<file path="config.mk">
export PLATFORM = sky130hd
export DESIGN_NAME = pipe_hazard_ctrl
export DESIGN_NICKNAME = d
export VERILOG_FILES = /design/src/rtl/pipe_hazard_ctrl.sv
export SDC_FILE = /design/constraint.sdc
export NUM_CORES = 1
export LEC_CHECK = 0
export ABC_AREA = 1
export BUFFER_PORTS_ARGS = -buffer_cell sky130_fd_sc_hd__buf_2
export CAP_MARGIN = 20
export CORE_MARGIN = 10
export CORE_UTILIZATION = 61
export DETAILED_ROUTE_END_ITERATION = 12
export GPL_TIMING_DRIVEN = 0
export HOLD_SLACK_MARGIN = 0.15
export PLACE_DENSITY = 0.86
export SYNTH_ARGS = -nofsm -noshare
export SYNTH_HDL_FRONTEND = slang
export SYNTH_SLANG_ARGS = --single-unit
</file>
<file path="constraint.sdc">
create_clock -name clk -period 3.5 [get_ports clk]
set_input_delay 0.175 -clock clk [delete_from_list [all_inputs] [get_ports clk]]
set_output_delay 0.175 -clock clk [all_outputs]
set_load 0.01 [all_outputs]
</file>
<file path="src/rtl/pipe_hazard_ctrl.sv">
// Hazard controller for a 5-stage pipeline: tracks EXE/MEM/WB producers and
// generates load-use stalls, memory-wait stalls, branch flushes and forwarding selects.
module pipe_hazard_ctrl #(
   parameter int REG_AW   = 5,
   parameter int LOAD_LAT = 1,
   parameter int CNT_W    = 32
) (
   input  logic              clk,
   input  logic              rstn,
   input  logic              id_valid,
   input  logic [REG_AW-1:0] id_rs,
   input  logic [REG_AW-1:0] id_rt,
   input  logic              id_rs_used,
   input  logic              id_rt_used,
   input  logic [REG_AW-1:0] id_dst,
   input  logic              id_reg_write,
   input  logic              id_mem_read,
   input  logic              id_branch_taken,
   input  logic              mem_busy,
   output logic              stall_if,
   output logic              stall_id,
   output logic              stall_exe,
   output logic              stall_mem,
   output logic              flush_id,
   output logic              bubble_exe,
   output logic              bubble_wb,
   output logic [1:0]        fwd_a_sel,
   output logic [1:0]        fwd_b_sel,
   output logic [CNT_W-1:0]  stall_cycles,
   output logic [CNT_W-1:0]  flush_count
);

   typedef struct packed {
      logic              valid;
      logic              reg_write;
      logic              mem_read;
      logic [REG_AW-1:0] dst;
      logic [1:0]        ld_cnt;
   } slot_t;

   localparam logic [1:0] LD_INIT = 2'(LOAD_LAT - 1);

   slot_t exe_q, exe_d, mem_q, mem_d, wb_q, wb_d;
   slot_t id_slot, exe_to_mem, mem_dec;
   logic [CNT_W-1:0] stall_cycles_q, stall_cycles_d;
   logic [CNT_W-1:0] flush_count_q, flush_count_d;
   logic use_a, use_b, exe_hit, mem_hit, mem_pend, busy, load_use;

   function automatic logic hazard(input slot_t s, input logic [REG_AW-1:0] r);
      return s.valid && s.reg_write && (s.dst == r) && (r != '0);
   endfunction

   function automatic logic [1:0] fwd_sel(input logic used, input logic [REG_AW-1:0] r,
                                          input slot_t e, input slot_t m);
      if (used && hazard(e, r) && !e.mem_read)
         return 2'd1;
      else if (used && hazard(m, r) && (m.ld_cnt == 2'd0))
         return 2'd2;
      else
         return 2'd0;
   endfunction

   always_comb begin
      use_a    = id_valid & id_rs_used;
      use_b    = id_valid & id_rt_used;
      exe_hit  = (use_a & hazard(exe_q, id_rs)) | (use_b & hazard(exe_q, id_rt));
      mem_hit  = (use_a & hazard(mem_q, id_rs)) | (use_b & hazard(mem_q, id_rt));
      mem_pend = mem_q.mem_read & (mem_q.ld_cnt != 2'd0);
      busy     = rstn & mem_busy;
      load_use = (exe_q.mem_read & exe_hit) | (mem_pend & mem_hit);

      stall_exe  = busy;
      stall_mem  = busy;
      bubble_wb  = busy;
      stall_if   = busy | load_use;
      stall_id   = busy | load_use;
      bubble_exe = ~busy & load_use;
      flush_id   = rstn & ~busy & ~load_use & id_valid & id_branch_taken;
      fwd_a_sel  = fwd_sel(use_a, id_rs, exe_q, mem_q);
      fwd_b_sel  = fwd_sel(use_b, id_rt, exe_q, mem_q);
   end

   always_comb begin
      id_slot           = '0;
      id_slot.valid     = id_valid;
      id_slot.reg_write = id_valid & id_reg_write;
      id_slot.mem_read  = id_valid & id_mem_read;
      id_slot.dst       = id_valid ? id_dst : '0;

      exe_to_mem        = exe_q;
      exe_to_mem.ld_cnt = exe_q.mem_read ? LD_INIT : 2'd0;

      mem_dec           = mem_q;
      if (mem_q.ld_cnt != 2'd0)
         mem_dec.ld_cnt = mem_q.ld_cnt - 2'd1;

      exe_d = exe_q;
      mem_d = mem_q;
      wb_d  = wb_q;
      if (busy) begin
         wb_d = '0;
      end else if (load_use) begin
         exe_d = '0;
         // A load still waiting on its latency stays in MEM so it keeps guarding its consumer.
         if (mem_pend) begin
            mem_d = mem_dec;
            wb_d  = '0;
         end else begin
            mem_d = exe_to_mem;
            wb_d  = mem_dec;
         end
      end else begin
         exe_d = id_slot;
         mem_d = exe_to_mem;
         wb_d  = mem_dec;
      end

      stall_cycles_d = stall_cycles_q;
      if (stall_id && (stall_cycles_q != '1))
         stall_cycles_d = stall_cycles_q + CNT_W'(1);
      flush_count_d = flush_count_q;
      if (flush_id && (flush_count_q != '1))
         flush_count_d = flush_count_q + CNT_W'(1);
   end

   always_ff @(posedge clk or negedge rstn) begin
      if (!rstn) begin
         exe_q          <= '0;
         mem_q          <= '0;
         wb_q           <= '0;
         stall_cycles_q <= '0;
         flush_count_q  <= '0;
      end else begin
         exe_q          <= exe_d;
         mem_q          <= mem_d;
         wb_q           <= wb_d;
         stall_cycles_q <= stall_cycles_d;
         flush_count_q  <= flush_count_d;
      end
   end

   assign stall_cycles = stall_cycles_q;
   assign flush_count  = flush_count_q;

endmodule

</file>
Yosys cells after proc, flatten, opt, wreduce, memory -nomap -nowiden
Cells that the tools add are included.
{"block": "totals", "inputBits": 24, "word_cells": 81, "out_inout_bits": 75, "ff_bits": 82}
{"block": "op_classes", "n_reduce_logical": 27, "eq_ne": 8, "mux": 9, "addsub": 3, "bitwise_logic": 23}
{"cell": "32-bit by 1-bit adder with 32-bit output (second input constant)", "n": 2}
{"cell": "32-bit inequality test (second input constant)", "n": 2}
{"cell": "10-bit two-way mux", "n": 3}
{"cell": "5-bit equality test", "n": 4}
{"cell": "1-bit logical AND", "n": 20}
{"cell": "1-bit AND", "n": 17}
{"cell": "2-bit two-way mux", "n": 5}
{"cell": "5-bit nonzero test", "n": 2}
{"cell": "5-bit two-way mux", "n": 1}
{"cell": "1-bit OR", "n": 4}
{"cell": "2-bit AND reduction", "n": 2}
{"cell": "3-bit by 2-bit inequality test with 1-bit output (second input constant)", "n": 1}
{"cell": "2-bit logical NOT", "n": 1}
{"cell": "2-bit inequality test (second input constant)", "n": 1}
{"cell": "1-bit inverter", "n": 2}
{"cell": "2-bit nonzero test", "n": 1}
{"cell": "2-bit by 1-bit subtractor with 2-bit output (second input constant)", "n": 1}
{"cell": "1-bit logical NOT", "n": 1}

Logic depth before layout (Yosys ltp)
{"block": "logic_depth", "word_depth": 12, "depth_mapped": 14}

Worst setup path before layout
OpenSTA, ideal clock, no wires.
{"block": "synth_path", "kind": "flip-flop to flip-flop", "from": "register stall_cycles_q[0], in the netlist stall_cycles[0]", "to": "register stall_cycles_q[3], in the netlist stall_cycles[3]", "path_stages_with_launch": 10, "t_arrival_ns": 1.680, "t_required_ns": 3.383, "slack_ns": 1.703, "path_cell_list": "dfrtp_1 -> ha_1 -> nand3_4 -> nor2_4 -> nand3_2 -> nor2_2 -> nand4_2 -> clkbuf_1 -> nand3_1 -> nand2_1"}
{"block": "synth_via", "elab_chain_cells": 2, "elab_cells_between_ends": 3}
{"element": "from (decl)", "line": "45", "rtl": "logic [CNT_W-1:0] stall_cycles_q, stall_cycles_d;"}
{"element": "from (signal assigned)", "line": "137", "rtl": "stall_cycles_q <= stall_cycles_d;"}
{"element": "branches (longest 2 deep; another with 32-bit by 1-bit adder with 32-bit output)"}
Parallel ways; which one is timed is not known.
A chain may end at the register's enable or synchronous reset.

Worst setup path in the final report
{"block": "layout_path", "from": "input rstn", "to": "output stall_mem"}
{"block": "layout_via", "elab_chain_cells": 1}
{"element": "from (decl)", "line": "9", "rtl": "input logic rstn,"}
{"element": "1-bit AND", "line": "69", "rtl": "busy = rstn & mem_busy;"}
{"element": "to (decl)", "line": "23", "rtl": "output logic stall_mem,"}
Every way passes these cells.

==> results by group <==
Outcome
  • Status: complete, no violations

Floorplan
  • Core area: 8763 um^2
  • Total die area: 13230 um^2
  • Initial core utilization: 62.84%
  • Chip height: 115.0 um
  • Io pins: 99
  • Rows: 34
  • Die Width: 115.0 um

Synth
  • Seq cells post-synth: 82
  • Post-synthesis sequential area ratio: 37.26%
  • Yosys cell types: 30
  • Top-area cell type share of the netlist area: 37.26%
  • Post-synth EDFFs: 0
  • Most area-hungry cell type in the Yosys netlist: dfrtp_1
  • Yosys warns: 0
  • Gate Count Post-Synth: 788
  • Top cells by count, synth: nand2_1, nand3_1, dfrtp_1
  • Synthesized area per cell: 6.988 um^2
  • Count leader, synth: nand2_1
  • Syn Nets: 815
  • Top FF cell, synth: dfrtp_1
  • Async S/R FF share, synth: 100.0%
  • Top post-synthesis cells by area: dfrtp_1, nand2_1, nand3_1
  • Post-Syn Area: 5507 um^2

Global route
  • Largest net degree at the start of global routing: 54
  • Initial antenna violation count: 0
  • Gr usage total: 24.31%
  • First-pass GRT wire length: 26570 um
  • Vias in the first global route: 5366
  • GRT overflow: 0

Critical path
  • Crit. End Element: primary output
  • Slowest CP cell: dlygate4sd3_1
  • WP data arrival: 2590 ps
  • Most repeated library cell on the critical path: buf_4
  • WP data required: 3320 ps
  • Critical path launch point type: input pin
  • WS Path Type: input pin to primary output
  • Cell Chain, Critical Path: dlygate4sd3_1 > buf_4 > buf_16 > nand2_1 > inv_1 > clkbuf_1 > buf_4 > buf_2
  • CP max stage delay: 530 ps
  • CP Max Fanout: 53

Flow run
  • Max-cap viol count: 0

Pwr
  • Sequential share of power: 53.8%
  • Power share of the clock group: 30.5%
  • Switching power share of the total: 30.99%
  • PwrDens: 308.0 nW/um^2
  • Total net switching power: 616.2 uW
  • Leak: 3.424 nW
  • Combinational power share: 15.7%
  • Cell internal pwr: 1.372 mW
  • Peak VDD IR: 0.0002143 V

CTS
  • Cts bufs inserted: 9
  • Longest Clk Path Bufs: 2
  • Root Driver: clkbuf_8
  • CTS clk-pin slew, worst paths: 80 ps
  • Post-CTS Setup Repair Bufs: 0
  • Clk sinks: 82
  • H-Tree Level Count: 3
  • CTS tree: yes
  • Clock Latency Late Sink: 360 ps

Finish
  • # diodes: 0
  • Fraction of layout cells with a size suffix above 1: 16.61%
  • Post-layout util: 73.67%
  • Layout area overhead: 17.25%
  • Nets: 938

Routing
  • Number of remaining DRC errors: 0
  • Starting DRT DRC Count: 523
  • Routed length per instance: 15.38 um
  • Detail Route Antenna Nets: 0
  • Routed wire length: 15730 um
  • Via count: 5607
  • Vias per cell: 5.481
  • Router iterations before antenna repair: 5

STA
  • Tcrit/Tclk final: 78.95%
  • Slew margin rel.: 52.62%
  • Worst Skew: 14.38 ps
  • Setup TNS Final: 0 ps
  • RSZ-0062 raised after global routing: no
  • Count of final hold-check violations: 0
  • Tmin final: 2763 ps
  • Slew @ Worst Pin: 705.3 ps
  • Setup Viol. Count Final: 0
  • F_max: 0.3619 GHz
  • Fin. max-slew vios: 0

Placement
  • Routability congestion estimate: 0.9614
  • Detailed Place HPWL: 12180 um
  • Port bufs: 97

Min path
  • Worst Hold Class: input pin to flip-flop
sequential cells by signal, indices dropped and copies added (netlist names):
name          cells
exe_q             8
stall_cycles     32
mem_q             2
flush_count      32
mem_dec           8
power groups by stage:
stage	sequential [mW]	combinational, mW	clock [mW]
3_3_place_gp	1.08	0.284	0
3_5_place_dp	1.08	0.300	0
6_report	1.07	0.312	0.607
4_1_cts	1.07	0.312	0.614
2_1_floorplan	1.09	0.167	0
5_1_grt	1.08	0.353	0.653
path summary, 6_finish.rpt:
path / startpoint / depth (start not counted) / to / slack (ps)
max: rstn / 8 / stall_mem / 740
min: id_valid / 3 / exe_q[7]$_DFFE_PN0N_ / 170
max reg2reg: exe_q[5]$_DFFE_PN0N_ / 12 / exe_q[3]$_DFFE_PN0N_ / 1150
min reg2reg: mem_dec[7]$_DFFE_PN0P_ / 2 / mem_dec[7]$_DFFE_PN0P_ / 480
max in group asynchronous: rstn / 3 / mem_q[0]$_DFFE_PN0P_ / 2600
min in group asynchronous: rstn / 2 / stall_cycles[18]$_DFFE_PN0P_ / 300
cell type report:
cell class                 count  area, um^2
clock buffer                   9       123.9
sequential                    82        2052
timing repair buffer         112       655.6
tap                          108       135.1
clock inverter                 6       35.03
buffer                        24       165.2
fill                         708        2307
multi-input combinational    626        3079
inverter                      56       210.2
repair_timing:
| item | CTS | global route |
|---|---|---|
| resized for setup | 0 | 0 |
| endpoints found under the hold margin | 38 | 0 |
| hold buffers | 14 | 0 |
cell families (layout without fill, tap and decap cells):
logic type | Yosys count | in the layout | share of synthesized area [%]
compound gates | 8 | 8 | 0.7270
xor+xnor | 65 | 65 | 10.34
fa+ha+maj | 3 | 3 | 0.6817
buf+inv | 80 | 207 | 6.816
flops | 82 | 82 | 37.26
simple gates | 550 | 550 | 44.17
worst max-delay path, delay by kind of cell:
| kind | cells | cell delay, ps |
|---|---|---|
| buffers and inverters | 7 | 2140 |
| AND/OR/NAND/NOR | 1 | 250 |
cell usage in the layout (no fill, tap or decap), types with 4 or more instances in the layout:
cell	count
nand3_1	92
clkbuf_1	8
nand4_1	10
nand2_2	5
xnor2_1	29
a21oi_1	4
buf_2	99
xor2_1	36
nor2_1	70
clkinv_2	4
inv_1	55
nand3b_1	6
nor2_2	4
nor2_4	4
dfrtp_1	82
buf_4	8
dlygate4sd3_1	14
nor3_1	34
buf_6	6
nand2_1	310
clkbuf_8	9
per-layer routing:
layer	global-route usage [%]	vias to the layer above	part of all wire (%)
met5	0	-	0
met4	6.436	0	1.8
met3	5.781	23	9.2
met2	38.18	230	46
met1	32.91	2623	43
li1	-	2731	-
stage by stage:
| step | hold WS, ps | std cells | instance area [um^2] | power, mW | setup WS (ps) |
|---|---|---|---|---|---|
| after floorplan | -120.6 | 788 | 5507 | 1.254 | 1703 |
| after global placement | 400.9 | 993 | 6127 | 1.368 | 340.9 |
| after detailed placement | 150.6 | 994 | 6157 | 1.383 | 1286 |
| after CTS | 169.7 | 1023 | 6456 | 1.993 | 713.6 |
| after global routing | 182.4 | 1023 | 6456 | 2.087 | 519.0 |
| final | 168.5 | 1023 | 6456 | 1.988 | 736.9 |
(Power assumes the default switching activity.)
